===== config.mk =====
export PLATFORM = sky130hd
export DESIGN_NAME = vga_sync_gen
export DESIGN_NICKNAME = d
export VERILOG_FILES = /design/src/rtl/vga_sync_gen.sv
export SDC_FILE = /design/constraint.sdc
export NUM_CORES = 1
export LEC_CHECK = 0
export ABC_AREA = 1
export CELL_PAD_IN_SITES_DETAIL_PLACEMENT = 1
export CELL_PAD_IN_SITES_GLOBAL_PLACEMENT = 2
export CORE_UTILIZATION = 23
export CTS_CLUSTER_DIAMETER = 100
export DETAILED_ROUTE_END_ITERATION = 7
export PLACE_DENSITY_LB_ADDON = 0.12
export SLEW_MARGIN = 10
export SYNTH_ARGS = -nofsm -noshare
export SYNTH_HDL_FRONTEND = slang
export SYNTH_SLANG_ARGS = --single-unit
export TNS_END_PERCENT = 5

===== constraint.sdc =====
create_clock -name clk_25MHz -period 2.2 [get_ports clk_25MHz]
set_input_delay 0.66 -clock clk_25MHz [delete_from_list [all_inputs] [get_ports clk_25MHz]]
set_output_delay 0.66 -clock clk_25MHz [all_outputs]
set_load 0.01 [all_outputs]

===== src/rtl/vga_sync_gen.sv =====
// 640x480@60 sync/colour stage: decodes pixel counts into per-axis timing states and
// drives hsync/vsync/blank-gated RGB through a 2-stage pipeline aligned to the framebuffer read.
module vga_sync_gen #(
  parameter int H_ACTIVE = 640,
  parameter int H_FP     = 16,
  parameter int H_SYNC   = 96,
  parameter int H_BP     = 48,
  parameter int V_ACTIVE = 480,
  parameter int V_FP     = 10,
  parameter int V_SYNC   = 2,
  parameter int V_BP     = 33,
  parameter bit SYNC_POL = 1'b0
) (
  input  logic        clk_25MHz,
  input  logic        rst,
  input  logic [15:0] H_Count_Value,
  input  logic [15:0] V_Count_Value,
  input  logic [11:0] pixel_rgb,
  output logic [9:0]  pixel_x,
  output logic [9:0]  pixel_y,
  output logic        frame_start,
  output logic [1:0]  h_state,
  output logic [1:0]  v_state,
  output logic        hsync,
  output logic        vsync,
  output logic        video_on,
  output logic [3:0]  vga_r,
  output logic [3:0]  vga_g,
  output logic [3:0]  vga_b
);

  typedef enum logic [1:0] {
    ST_ACTIVE = 2'd0,
    ST_FP     = 2'd1,
    ST_SYNC   = 2'd2,
    ST_BP     = 2'd3
  } axis_state_t;

  localparam logic [15:0] H_FP_START   = 16'(H_ACTIVE);
  localparam logic [15:0] H_SYNC_START = 16'(H_ACTIVE + H_FP);
  localparam logic [15:0] H_BP_START   = 16'(H_ACTIVE + H_FP + H_SYNC);
  localparam logic [15:0] H_TOTAL      = 16'(H_ACTIVE + H_FP + H_SYNC + H_BP);
  localparam logic [15:0] V_FP_START   = 16'(V_ACTIVE);
  localparam logic [15:0] V_SYNC_START = 16'(V_ACTIVE + V_FP);
  localparam logic [15:0] V_BP_START   = 16'(V_ACTIVE + V_FP + V_SYNC);
  localparam logic [15:0] V_TOTAL      = 16'(V_ACTIVE + V_FP + V_SYNC + V_BP);

  // Counts past the total park the axis in BP, which also keeps it blanked and sync-inactive.
  function automatic axis_state_t decode(input logic [15:0] c, input logic [15:0] fp_start,
                                         input logic [15:0] sync_start,
                                         input logic [15:0] bp_start,
                                         input logic [15:0] total);
    if (c >= total)           return ST_BP;
    else if (c < fp_start)    return ST_ACTIVE;
    else if (c < sync_start)  return ST_FP;
    else if (c < bp_start)    return ST_SYNC;
    else                      return ST_BP;
  endfunction

  axis_state_t h_nx, v_nx, h_st, v_st;
  logic        s1_on, s1_hs, s1_vs;

  always_comb begin
    h_nx = decode(H_Count_Value, H_FP_START, H_SYNC_START, H_BP_START, H_TOTAL);
    v_nx = decode(V_Count_Value, V_FP_START, V_SYNC_START, V_BP_START, V_TOTAL);
  end

  always_ff @(posedge clk_25MHz or posedge rst) begin
    if (rst) begin
      h_st        <= ST_ACTIVE;
      v_st        <= ST_ACTIVE;
      pixel_x     <= '0;
      pixel_y     <= '0;
      frame_start <= 1'b0;
      s1_on       <= 1'b0;
      s1_hs       <= 1'b0;
      s1_vs       <= 1'b0;
    end else begin
      h_st        <= h_nx;
      v_st        <= v_nx;
      pixel_x     <= (h_nx == ST_ACTIVE) ? H_Count_Value[9:0] : 10'd0;
      pixel_y     <= (v_nx == ST_ACTIVE) ? V_Count_Value[9:0] : 10'd0;
      frame_start <= (H_Count_Value == 16'd0) && (V_Count_Value == 16'd0);
      s1_on       <= (h_nx == ST_ACTIVE) && (v_nx == ST_ACTIVE);
      s1_hs       <= (h_nx == ST_SYNC);
      s1_vs       <= (v_nx == ST_SYNC);
    end
  end

  // Stage 2 samples pixel_rgb, which the framebuffer returns for the stage-1 coordinates.
  always_ff @(posedge clk_25MHz or posedge rst) begin
    if (rst) begin
      video_on <= 1'b0;
      hsync    <= ~SYNC_POL;
      vsync    <= ~SYNC_POL;
      vga_r    <= '0;
      vga_g    <= '0;
      vga_b    <= '0;
    end else begin
      video_on <= s1_on;
      hsync    <= s1_hs ? SYNC_POL : ~SYNC_POL;
      vsync    <= s1_vs ? SYNC_POL : ~SYNC_POL;
      {vga_r, vga_g, vga_b} <= s1_on ? pixel_rgb : 12'h000;
    end
  end

  assign h_state = h_st;
  assign v_state = v_st;

endmodule


==> summary.md, run 1 <==
| Metric | Value |
|---|---|
| Status | finished clean |
| Fin Setup TNS | 0 ps |
| Post-place setup slack | roughly 280 ps |
| Family with the most delay on the worst path | buffers and inverters |
| Final Max Slew Viols | 0 |
| Die Height | 87.4 µm |
| Clk sink count | 43 |
| Fill cell count | 821 |
| Total wire length | 4160 µm |
| Clock group share of total power | around 43% |
| Sequential cell area fraction in the yosys report | 64.3% |
| CTS Buffer Depth | 2 |
| Multiplexer share of the synthesized area | 0% |
| Gr ovfl total | 0 |
| Synth Net Count | 225 |
| Hold buffer count at CTS | 0 |
| CTS tree | yes |
| Initial Util | 24.3% |
| Metal-1 WL | 1770 µm |
| Startpoint Class | flop |
| Gates resized, CTS repair | 0 |
| CTS buffer count | 5 |
| Vias in the first global route | roughly 1.5k |
| Area of the multi-input gates | 440 µm² |
| Critical path required time | 1540 ps |
| Final nets | 318 |
| Synth Cell Area | 0.00168 mm² |
| Total power | 1.66 mW |
| Peak VDD IR | roughly 0.21 mV |
| First-pass GRT wire length | about 7000 µm |
| Synthesized flop and latch total | 43 |
| Buf/Inv on CP | 1 |
| CP max-delay cell | clkdlybuf4s50_1 |
| Total net switching power | roughly 0.33 mW |
| Hold crit path type | flop to flop |
| Leak Pwr | 1.38 nW |
| Highest metal used | met4 |
| Synthesized area per cell | 9.37 µm² |
| Die area | 0.00764 mm² |
| Largest family of logic cells by synthesized area | simple AND/OR/NAND/NOR gates |
| All-Layer GR Usage | 12.2% |
| WP data arrival | 1340 ps |
| Power Density | 596 mW/mm² |
| DRT Pass-1 Iters | 3 |
| Logic pwr share | 9.3% |
| Share of Yosys cell area claimed by the top area cell type | about 61% |
| RSZ-0062 raised after global routing | false |
| Post-synth top area cell | dfrtp_1 |
| Layout cell share with drive strength beyond 1 | 8.42% |
| Fin worst setup slack | ~200 ps |
| Clock Pin Slew Worst Setup and Hold Paths | about 80 ps |
| Final hold viol count | 0 |
| Initial antenna violation count | 0 |
| CP Cell Sequence | clkdlybuf4s50_1 |
| Int Pwr | 1.34 mW |
| Synth top area cells | dfrtp_1, inv_1, nor2_1 |
| Crit Path Category | flop to primary output |
| Die Wd | about 90 µm |
| Crit-path max cell delay | approximately 530 ps |
| Yosys cell types | 16 |
| Core outline area | 0.00691 mm² |
| Compound-Gate Fraction of Synth Area | around 1.0% |
| Adder-cell share of the synthesized area | 0% |
| ANT cells | 0 |
| IO Pins | 86 |
| Gpl congestion | 0.747 |
| Max Freq | 0.500 GHz |
| Met3 WL post-DR | about 240 µm |
| Final Skew | roughly 5.4 ps |
| XOR/XNOR Fraction of Synth Area | 0% |
| Setup crit end kind | primary output |
| Initial DRC Count | 52 |
| Period utilisation layout | 90.9% |
| MaxCap Viol Count | 0 |
| Rows | 30 |
| WL per Instance | 11.3 µm |
| Seq pwr share | 47.7% |
| H-tree levels | 2 |
| Via count | 1,403 |
| Vias/cell | 3.80 |
| Metal2 WL | 2080 µm |
| PortBufs | 85 |
| Post CTS Setup Buffer Count | 0 |
| Root buf cell | clkbuf_8 |
| Yosys warning total | 0 |
| Area growth, synth to finish | 66.5% |
| Simple-gate share of the synthesized area | 25.0% |
| Clk_lat worst skew | 290 ps |
| Final worst path period need | 2000 ps |
| CP Max Fanout | 1 |
| Reg area | 0.00108 mm² |
| Sw Share | just under 20% |
| Syn Inst Count | 179 |
| Final setup fails | 0 |
| Largest net degree at the start of global routing | 21 |
| Drt drc | 0 |
| HPWL Detailed | 3340 µm |
| Final ANT Viol Nets | 0 |
-- final timing paths --
path / slack [ps] / to / depth (start not counted) / start
worst max register to register: 1370 / vga_b[2] / 2 / s1_on
worst min-delay path: 350 / hsync / 1 / s1_hs
max in group asynchronous: 980 / pixel_y[9] / 3 / rst
min in group asynchronous: 690 / vga_b[1] / 2 / rst
worst max-delay path: 200 / hsync / 1 / hsync
worst min register to register: 350 / hsync / 1 / s1_hs
-- cells in the final DEF (no fill, tap or decap), drive strengths merged --
cell type,n
clkdlybuf4s50,85
dfrtp,41
inv,41
nor2,40
nand2,35
nand3,11
clkbuf,6
nand4,4
o21ai,2
bufinv,2
dfstp,2
buf,2
nor3,1
conb,1
-- final cells by class --
| cell class | instances | share of cell area, % |
|---|---|---|
| clock buffer | 6 | 2.60 |
| clock inverter | 2 | 2.15 |
| inverter | 41 | 5.51 |
| multi-input combinational | 94 | 15.8 |
| sequential | 43 | 38.6 |
| tap | 96 | 4.30 |
| timing repair buffer | 87 | 31.0 |
-- sequential cells by signal, indices dropped and copies added, names as in the netlist --
name	flops
s1_on	1
s1_hs	1
hsync	1
vsync	1
video_on	1
vga_b	4
s1_vs	1
pixel_y	10
frame_start	1
vga_r	4
h_state	2
vga_g	4
pixel_x	10
v_state	2
-- synth_stat cells --
library cell   n
conb_1         1
nand2_2        1
nand4_1        4
nand3_1       10
nor2_4         3
nor3_1         1
nand2_1       33
inv_1         41
o21ai_2        2
nand3_4        1
clkbuf_1       1
dfrtp_1       41
nand2_4        1
nor2_2         3
nor2_1        34
dfstp_2        2
-- power groups by stage --
| stage | Sequential (mW) | Clock [mW] | Combinational, mW |
|---|---|---|---|
| after floorplan | 0.811 | 0 | 0.0475 |
| after global placement | 0.809 | 0 | 0.158 |
| after detailed placement | 0.809 | 0 | 0.158 |
| after CTS | 0.794 | 0.740 | 0.159 |
| after global routing | 0.794 | 0.772 | 0.173 |
| final | 0.794 | 0.715 | 0.155 |
-- metrics by stage --
stage / cell area [µm²] / utilization, % / cells / hold slack (ps)
3_5_place_dp: 2660 / 38.5 / 361 / 342
2_1_floorplan: 1680 / - / 179 / 337
6_report: 2790 / 40.4 / 369 / 351
4_1_cts: 2790 / 40.4 / 369 / 353
5_1_grt: 2790 / 40.4 / 369 / 369
3_3_place_gp: 2660 / 38.5 / 361 / 338
-- metal layers --
layer,vias to the layer above,global-route usage [%]
met5,-,0
met4,0,4.92
met3,5,3.03
met2,54,20.3
met1,642,15.2
li1,702,-
-- kinds of logic after synthesis --
logic type	after synthesis
buffers and inverters	42
other	1
AOI/OAI and AO/OA	2
and+or+nand+nor	91
DFF	43
(Power assumes the default switching activity.)
==> run 2: changes to the inputs <==
- TNS_END_PERCENT: 5 -> not set
==> results of run 2 <==
Same layout as run 1: the final DEF is identical, and so are final timing and power.
